===== src/rtl/fpnew_divsqrt_arbiter_pkg.sv =====
// Shared FP types for the div/sqrt arbiter slice.
// Mirrors the subset of fpnew types the arbiter touches.
package fpnew_divsqrt_arbiter_pkg;

  typedef enum logic [2:0] {
    RNE = 3'b000,
    RTZ = 3'b001,
    RDN = 3'b010,
    RUP = 3'b011,
    RMM = 3'b100,
    DYN = 3'b111
  } roundmode_e;

  typedef enum logic [3:0] {
    ADD  = 4'd0,
    MUL  = 4'd1,
    DIV  = 4'd2,
    SQRT = 4'd3
  } operation_e;

  typedef enum logic [2:0] {
    FP32    = 3'd0,
    FP64    = 3'd1,
    FP16    = 3'd2,
    FP8     = 3'd3,
    FP16ALT = 3'd4
  } fp_format_e;

  typedef struct packed {
    logic nv;
    logic dz;
    logic of;
    logic uf;
    logic nx;
  } status_t;

endpackage


===== src/rtl/fpnew_divsqrt_id_fifo.sv =====
// In-order FIFO of requester indices.
// Head is the owner of the next unit result.
module fpnew_divsqrt_id_fifo #(
  parameter int unsigned DataWidth = 1,
  parameter int unsigned Depth     = 4,
  localparam int unsigned PtrW =
    (Depth > 1) ? $clog2(Depth) : 1,
  localparam int unsigned CntW = $clog2(Depth + 1)
) (
  input  logic                 clk_i,
  input  logic                 rst_i,
  input  logic                 clear_i,
  input  logic                 push_i,
  input  logic [DataWidth-1:0] data_i,
  input  logic                 pop_i,
  output logic [DataWidth-1:0] head_o,
  output logic                 full_o,
  output logic                 empty_o,
  output logic [CntW-1:0]      count_o
);

  logic [DataWidth-1:0] mem_q [Depth];
  logic [PtrW-1:0]      wr_ptr_q;
  logic [PtrW-1:0]      rd_ptr_q;
  logic [CntW-1:0]      count_q;
  logic                 do_push;
  logic                 do_pop;

  assign full_o  = (count_q == CntW'(Depth));
  assign empty_o = (count_q == '0);
  assign count_o = count_q;
  assign head_o  = mem_q[rd_ptr_q];
  assign do_push = push_i & ~full_o;
  assign do_pop  = pop_i & ~empty_o;

  function automatic logic [PtrW-1:0] inc(
    input logic [PtrW-1:0] p
  );
    return (p == PtrW'(Depth - 1)) ?
      '0 : p + PtrW'(1);
  endfunction

  // pointer and occupancy bookkeeping
  always_ff @(posedge clk_i) begin
    if (rst_i || clear_i) begin
      wr_ptr_q <= '0;
      rd_ptr_q <= '0;
      count_q  <= '0;
    end else begin
      if (do_push) wr_ptr_q <= inc(wr_ptr_q);
      if (do_pop)  rd_ptr_q <= inc(rd_ptr_q);
      unique case ({do_push, do_pop})
        2'b10:   count_q <= count_q + CntW'(1);
        2'b01:   count_q <= count_q - CntW'(1);
        default: count_q <= count_q;
      endcase
    end
  end

  // storage, no reset needed
  always_ff @(posedge clk_i) begin
    if (do_push && !clear_i) mem_q[wr_ptr_q] <= data_i;
  end

endmodule


===== src/rtl/fpnew_divsqrt_arbiter.sv =====
// Round-robin share of one div/sqrt unit.
// Index FIFO steers in-order results home.
module fpnew_divsqrt_arbiter
  import fpnew_divsqrt_arbiter_pkg::*;
#(
  parameter int unsigned NumReq      = 2,
  parameter int unsigned Width       = 64,
  parameter int unsigned MaxInFlight = 4,
  parameter type         TagType     = logic
) (
  input  logic clk_i,
  input  logic rst_i,
  input  logic [NumReq-1:0][1:0][Width-1:0]
               req_operands_i,
  input  roundmode_e [NumReq-1:0] req_rnd_mode_i,
  input  operation_e [NumReq-1:0] req_op_i,
  input  fp_format_e [NumReq-1:0] req_dst_fmt_i,
  input  TagType [NumReq-1:0]     req_tag_i,
  input  logic [NumReq-1:0]       req_valid_i,
  output logic [NumReq-1:0]       req_ready_o,
  output logic [Width-1:0]        rsp_result_o,
  output status_t                 rsp_status_o,
  output TagType                  rsp_tag_o,
  output logic [NumReq-1:0]       rsp_valid_o,
  input  logic [NumReq-1:0]       rsp_ready_i,
  output logic [1:0][Width-1:0]   unit_operands_o,
  output roundmode_e              unit_rnd_mode_o,
  output operation_e              unit_op_o,
  output fp_format_e              unit_dst_fmt_o,
  output TagType                  unit_tag_o,
  output logic                    unit_in_valid_o,
  input  logic                    unit_in_ready_i,
  input  logic [Width-1:0]        unit_result_i,
  input  status_t                 unit_status_i,
  input  TagType                  unit_tag_i,
  input  logic                    unit_out_valid_i,
  output logic                    unit_out_ready_o,
  input  logic                    flush_i,
  output logic                    unit_flush_o,
  output logic                    busy_o
);

  localparam int unsigned IdxWidth =
    (NumReq > 1) ? $clog2(NumReq) : 1;
  localparam int unsigned CntWidth =
    $clog2(MaxInFlight + 1);

  logic [IdxWidth-1:0] rr_ptr_q;
  logic [IdxWidth-1:0] lock_idx_q;
  logic                lock_q;
  logic [IdxWidth-1:0] grant;
  logic                handshake;
  logic [IdxWidth-1:0] head;
  logic                fifo_full;
  logic                fifo_empty;
  logic [CntWidth-1:0] fifo_count;
  logic                pop;

  // pick first valid at/after rr_ptr unless locked
  always_comb begin
    logic                found;
    logic [IdxWidth-1:0] cand;
    grant = rr_ptr_q;
    found = 1'b0;
    cand  = '0;
    if (lock_q) begin
      grant = lock_idx_q;
    end else begin
      for (int unsigned i = 0; i < NumReq; i++) begin
        cand = IdxWidth'(
          (32'(rr_ptr_q) + i) % NumReq);
        if (!found && req_valid_i[cand]) begin
          grant = cand;
          found = 1'b1;
        end
      end
    end
  end

  assign unit_in_valid_o = ~rst_i
                         & req_valid_i[grant]
                         & ~fifo_full
                         & ~flush_i;
  assign handshake = unit_in_valid_o
                   & unit_in_ready_i;

  assign unit_operands_o = req_operands_i[grant];
  assign unit_rnd_mode_o = req_rnd_mode_i[grant];
  assign unit_op_o       = req_op_i[grant];
  assign unit_dst_fmt_o  = req_dst_fmt_i[grant];
  assign unit_tag_o      = req_tag_i[grant];
  assign unit_flush_o    = flush_i;

  // one-hot accept toward the granted requester
  always_comb begin
    req_ready_o = '0;
    if (handshake) req_ready_o[grant] = 1'b1;
  end

  // route result to FIFO head; drain if orphaned
  always_comb begin
    rsp_valid_o      = '0;
    unit_out_ready_o = 1'b1;
    if (!fifo_empty) begin
      unit_out_ready_o = rsp_ready_i[head];
      if (unit_out_valid_i && !flush_i && !rst_i)
        rsp_valid_o[head] = 1'b1;
    end
  end

  assign pop = unit_out_valid_i
             & unit_out_ready_o
             & ~fifo_empty
             & ~flush_i;

  assign rsp_result_o = unit_result_i;
  assign rsp_status_o = unit_status_i;
  assign rsp_tag_o    = unit_tag_i;

  assign busy_o = ~rst_i
                & (~fifo_empty | (|req_valid_i));

  // rr pointer and stall lock
  always_ff @(posedge clk_i) begin
    if (rst_i) begin
      rr_ptr_q   <= '0;
      lock_q     <= 1'b0;
      lock_idx_q <= '0;
    end else if (flush_i) begin
      lock_q <= 1'b0;
    end else if (handshake) begin
      lock_q   <= 1'b0;
      rr_ptr_q <= (grant == IdxWidth'(NumReq - 1)) ?
        '0 : grant + IdxWidth'(1);
    end else if (unit_in_valid_o) begin
      lock_q     <= 1'b1;
      lock_idx_q <= grant;
    end
  end

  fpnew_divsqrt_id_fifo #(
    .DataWidth (IdxWidth),
    .Depth     (MaxInFlight)
  ) i_id_fifo (
    .clk_i   (clk_i),
    .rst_i   (rst_i),
    .clear_i (flush_i),
    .push_i  (handshake),
    .data_i  (grant),
    .pop_i   (pop),
    .head_o  (head),
    .full_o  (fifo_full),
    .empty_o (fifo_empty),
    .count_o (fifo_count)
  );

  a_no_orphan_rsp: assert property (
    @(posedge clk_i) disable iff (rst_i)
    !(unit_out_valid_i && fifo_empty));

  a_count_bound: assert property (
    @(posedge clk_i) disable iff (rst_i)
    fifo_count <= CntWidth'(MaxInFlight));

endmodule


===== config.mk =====
export PLATFORM = sky130hd
export DESIGN_NAME = fpnew_divsqrt_arbiter
export DESIGN_NICKNAME = d
export VERILOG_FILES = /design/src/rtl/fpnew_divsqrt_arbiter_pkg.sv /design/src/rtl/fpnew_divsqrt_id_fifo.sv /design/src/rtl/fpnew_divsqrt_arbiter.sv
export SDC_FILE = /design/constraint.sdc
export NUM_CORES = 1
export LEC_CHECK = 0
export ABC_AREA = 1
export BUFFER_PORTS_ARGS = -buffer_cell sky130_fd_sc_hd__buf_2
export CAP_MARGIN = 20
export CORE_AREA = 4 4 220 222
export CTS_CLUSTER_SIZE = 28
export DETAILED_ROUTE_END_ITERATION = 8
export DIE_AREA = 0 0 224 226
export PLACE_DENSITY = 0.3
export SETUP_SLACK_MARGIN = 0.15
export SKIP_CTS_REPAIR_TIMING = 1
export SKIP_LAST_GASP = 1
export SLEW_MARGIN = 20
export SYNTH_ARGS = -nofsm -noshare
export SYNTH_HDL_FRONTEND = slang
export SYNTH_SLANG_ARGS = --single-unit

===== constraint.sdc =====
create_clock -name clk_i -period 2.23 [get_ports clk_i]
set_input_delay 0.223 -clock clk_i [delete_from_list [all_inputs] [get_ports clk_i]]
set_output_delay 0.223 -clock clk_i [all_outputs]
set_load 0.01 [all_outputs]

==> out/qor.yml <==
status: "completed"
grt_max_degree: 79
r2r-end: "i_id_fifo.count_o[2]"
cts_htree_levels: 1
rows: 79
antenna_left: 0
end_kind: "primary output"
cp.required_ns: 2.01
vias: 4920
drt-wirelength-per-cell_um: 12.5
worst-r2r-cell-count: 9
start_util_pct: 6.76
grt_pass1_wl_um: 24400
final_hold_viol_count: 0
cp-startpoint: "rr_ptr_q"
r2r-start: "i_id_fifo.count_o[1]"
final_common_cell: "nand2_1"
leakage_nw: 3.64
die_h_um: 226
clockBufferDepth: 2
tns_ns: 0
die_w_um: 224
cp_max_fo: 12
critPathKind: "flip-flop to primary output"
synth_top_area_cell: "nand2_1"
hpwl_um: 15200
min_period_ns: 1.96
drtIter0Drc: 113
period_share_pct: 87.9
synth_fp_nets: 1005
worst_pin_slew_ns: 0.255
area_growth_pct: 87.8
rsz0062_at_grt: "yes"
pwr_density_cell_nw_per_um2: 330
ys_seq_elements: 16
n_antenna_cell: 0
antenna_found_initial: 1
first_pass_iters: 4
ios: 574
grt_pass1_vias: 4639
num-nets-final: 1361
synth_top_area_share_pct: 53.4
worstHoldStart: "rst_i"
setup_viol: 0
final_cell_mix: "nand2_1, buf_2, inv_1"
fin_skew_ns: 0.00444
crit_path_start_kind: "flip-flop"
slew_headroom_pct: 82.9
syn_inst: 641
routed_via_density: 3.07
insertion_delay_ns: 0.25
clk_pin_slew_ns: 0.05
syn_area_um2: 3130
fmax_mhz: 510
clock-sinks: 16
port_buffers: 433
syn_avg_cell_area_um2: 4.89
wl_um: 20000
yosysSeqAreaShare_pct: 11.5
maxCapViolations: 0
gr-total-overflow: 0
core_um2: 46400
tritoncts: "yes"
hold_path.class: "input pin to flip-flop"
yosys_warnings: 0
irDropWorstVdd_mv: 0.268
root_buffer: "clkbuf_16"
grt_usage_pct: 6.03
holdPathEnd: "rr_ptr_q"
whs_ns: 0.237
cp.arrival_ns: 1.74
synthTopCellsByArea: "nand2_1, buf_4, dfxtp_1"
drc: 0
drive_gt1_share_pct: 47.4
r2r_setup_slack_ns: 0.27
routabilityCongestion: 0.742
synth.distinct_cells: 21
hold_depth: 4
report.final.slew_viol_count: 0
cts_made_buffers: 3
die_area_um2: 50600
## cells in the mapped netlist
| master | instances |
|---|---|
| buf_4 | 73 |
| fa_1 | 1 |
| clkbuf_1 | 9 |
| nor2_1 | 18 |
| nand2_2 | 1 |
| buf_2 | 19 |
| nand3_1 | 7 |
| o31ai_1 | 1 |
| nand2_4 | 1 |
| o21ai_0 | 4 |
| inv_1 | 23 |
| a31oi_1 | 1 |
| buf_6 | 1 |
| edfxtp_1 | 4 |
| nand2_1 | 446 |
| ha_1 | 6 |
| nand4_1 | 1 |
| dfxtp_1 | 12 |
| a21oi_1 | 9 |
| inv_2 | 3 |
| nand4_2 | 1 |
## kinds of logic after synthesis
group	Yosys count	share of synthesized area (%)
flip-flops	16	11.5
adder cells (fa/ha/maj)	7	3.04
buffers and inverters	128	25.1
AND/OR/NAND/NOR	475	57.9
AO/OA/AOI/OAI	15	2.52
## where the power goes
group	internal (mW)	switching (mW)	leakage (nW)
clock network	0.273	0.116	0.0442
logic	0.562	0.686	3.46
registers	0.302	0.00270	0.134
total	1.14	0.805	3.64
## stage by stage
step	power, mW	instance area (µm²)	setup slack [ns]	utilization, %	instances
floorplan	0.957	3140	0.153	-	641
finish	1.94	5880	0.270	12.7	1603
global placement	1.48	5520	0.0853	11.9	1591
detailed placement	1.46	5520	0.0830	11.9	1591
global route	2.10	5880	0.105	12.7	1603
CTS	1.86	5610	0.109	12.1	1595
## final cells by class
cell class                 count  area [µm²]
fill                        5476       40500
inverter                      26         110
tap                          607         759
multi-input combinational    497        2030
timing repair buffer         453        2540
sequential                    16         362
clock buffer                   4        88.8
## critical path: stages (launching register included)
cell and delay, ns:
dfxtp_2 0.32, inv_1 0.05, a21oi_2 0.12, nand2_2 0.10, nand2_4 0.08, buf_12 0.15, inv_12 0.07, buf_16 0.16
buf_6 0.14, nand2_1 0.05, nand2_1 0.07, buf_2 0.15
## worst max path at each step
stage	to	slack, ns
final	unit_rnd_mode_o[1]	0.27
after global placement	i_id_fifo.count_o[2]	0.09
after detailed placement	i_id_fifo.count_o[2]	0.08
after global routing	i_id_fifo.count_o[2]	0.11
after CTS	i_id_fifo.count_o[2]	0.11
after floorplan	i_id_fifo.count_o[2]	0.15
## routing by layer
layer / up-vias / global-route usage [%] / wire, µm
met5: - / 0 / 13
met4: 2 / 2.29 / 690
met3: 47 / 1.65 / 1960
met2: 326 / 11.7 / 10300
met1: 1999 / 6.10 / 7080
li1: 2546 / - / -
(Power assumes the default switching activity.)
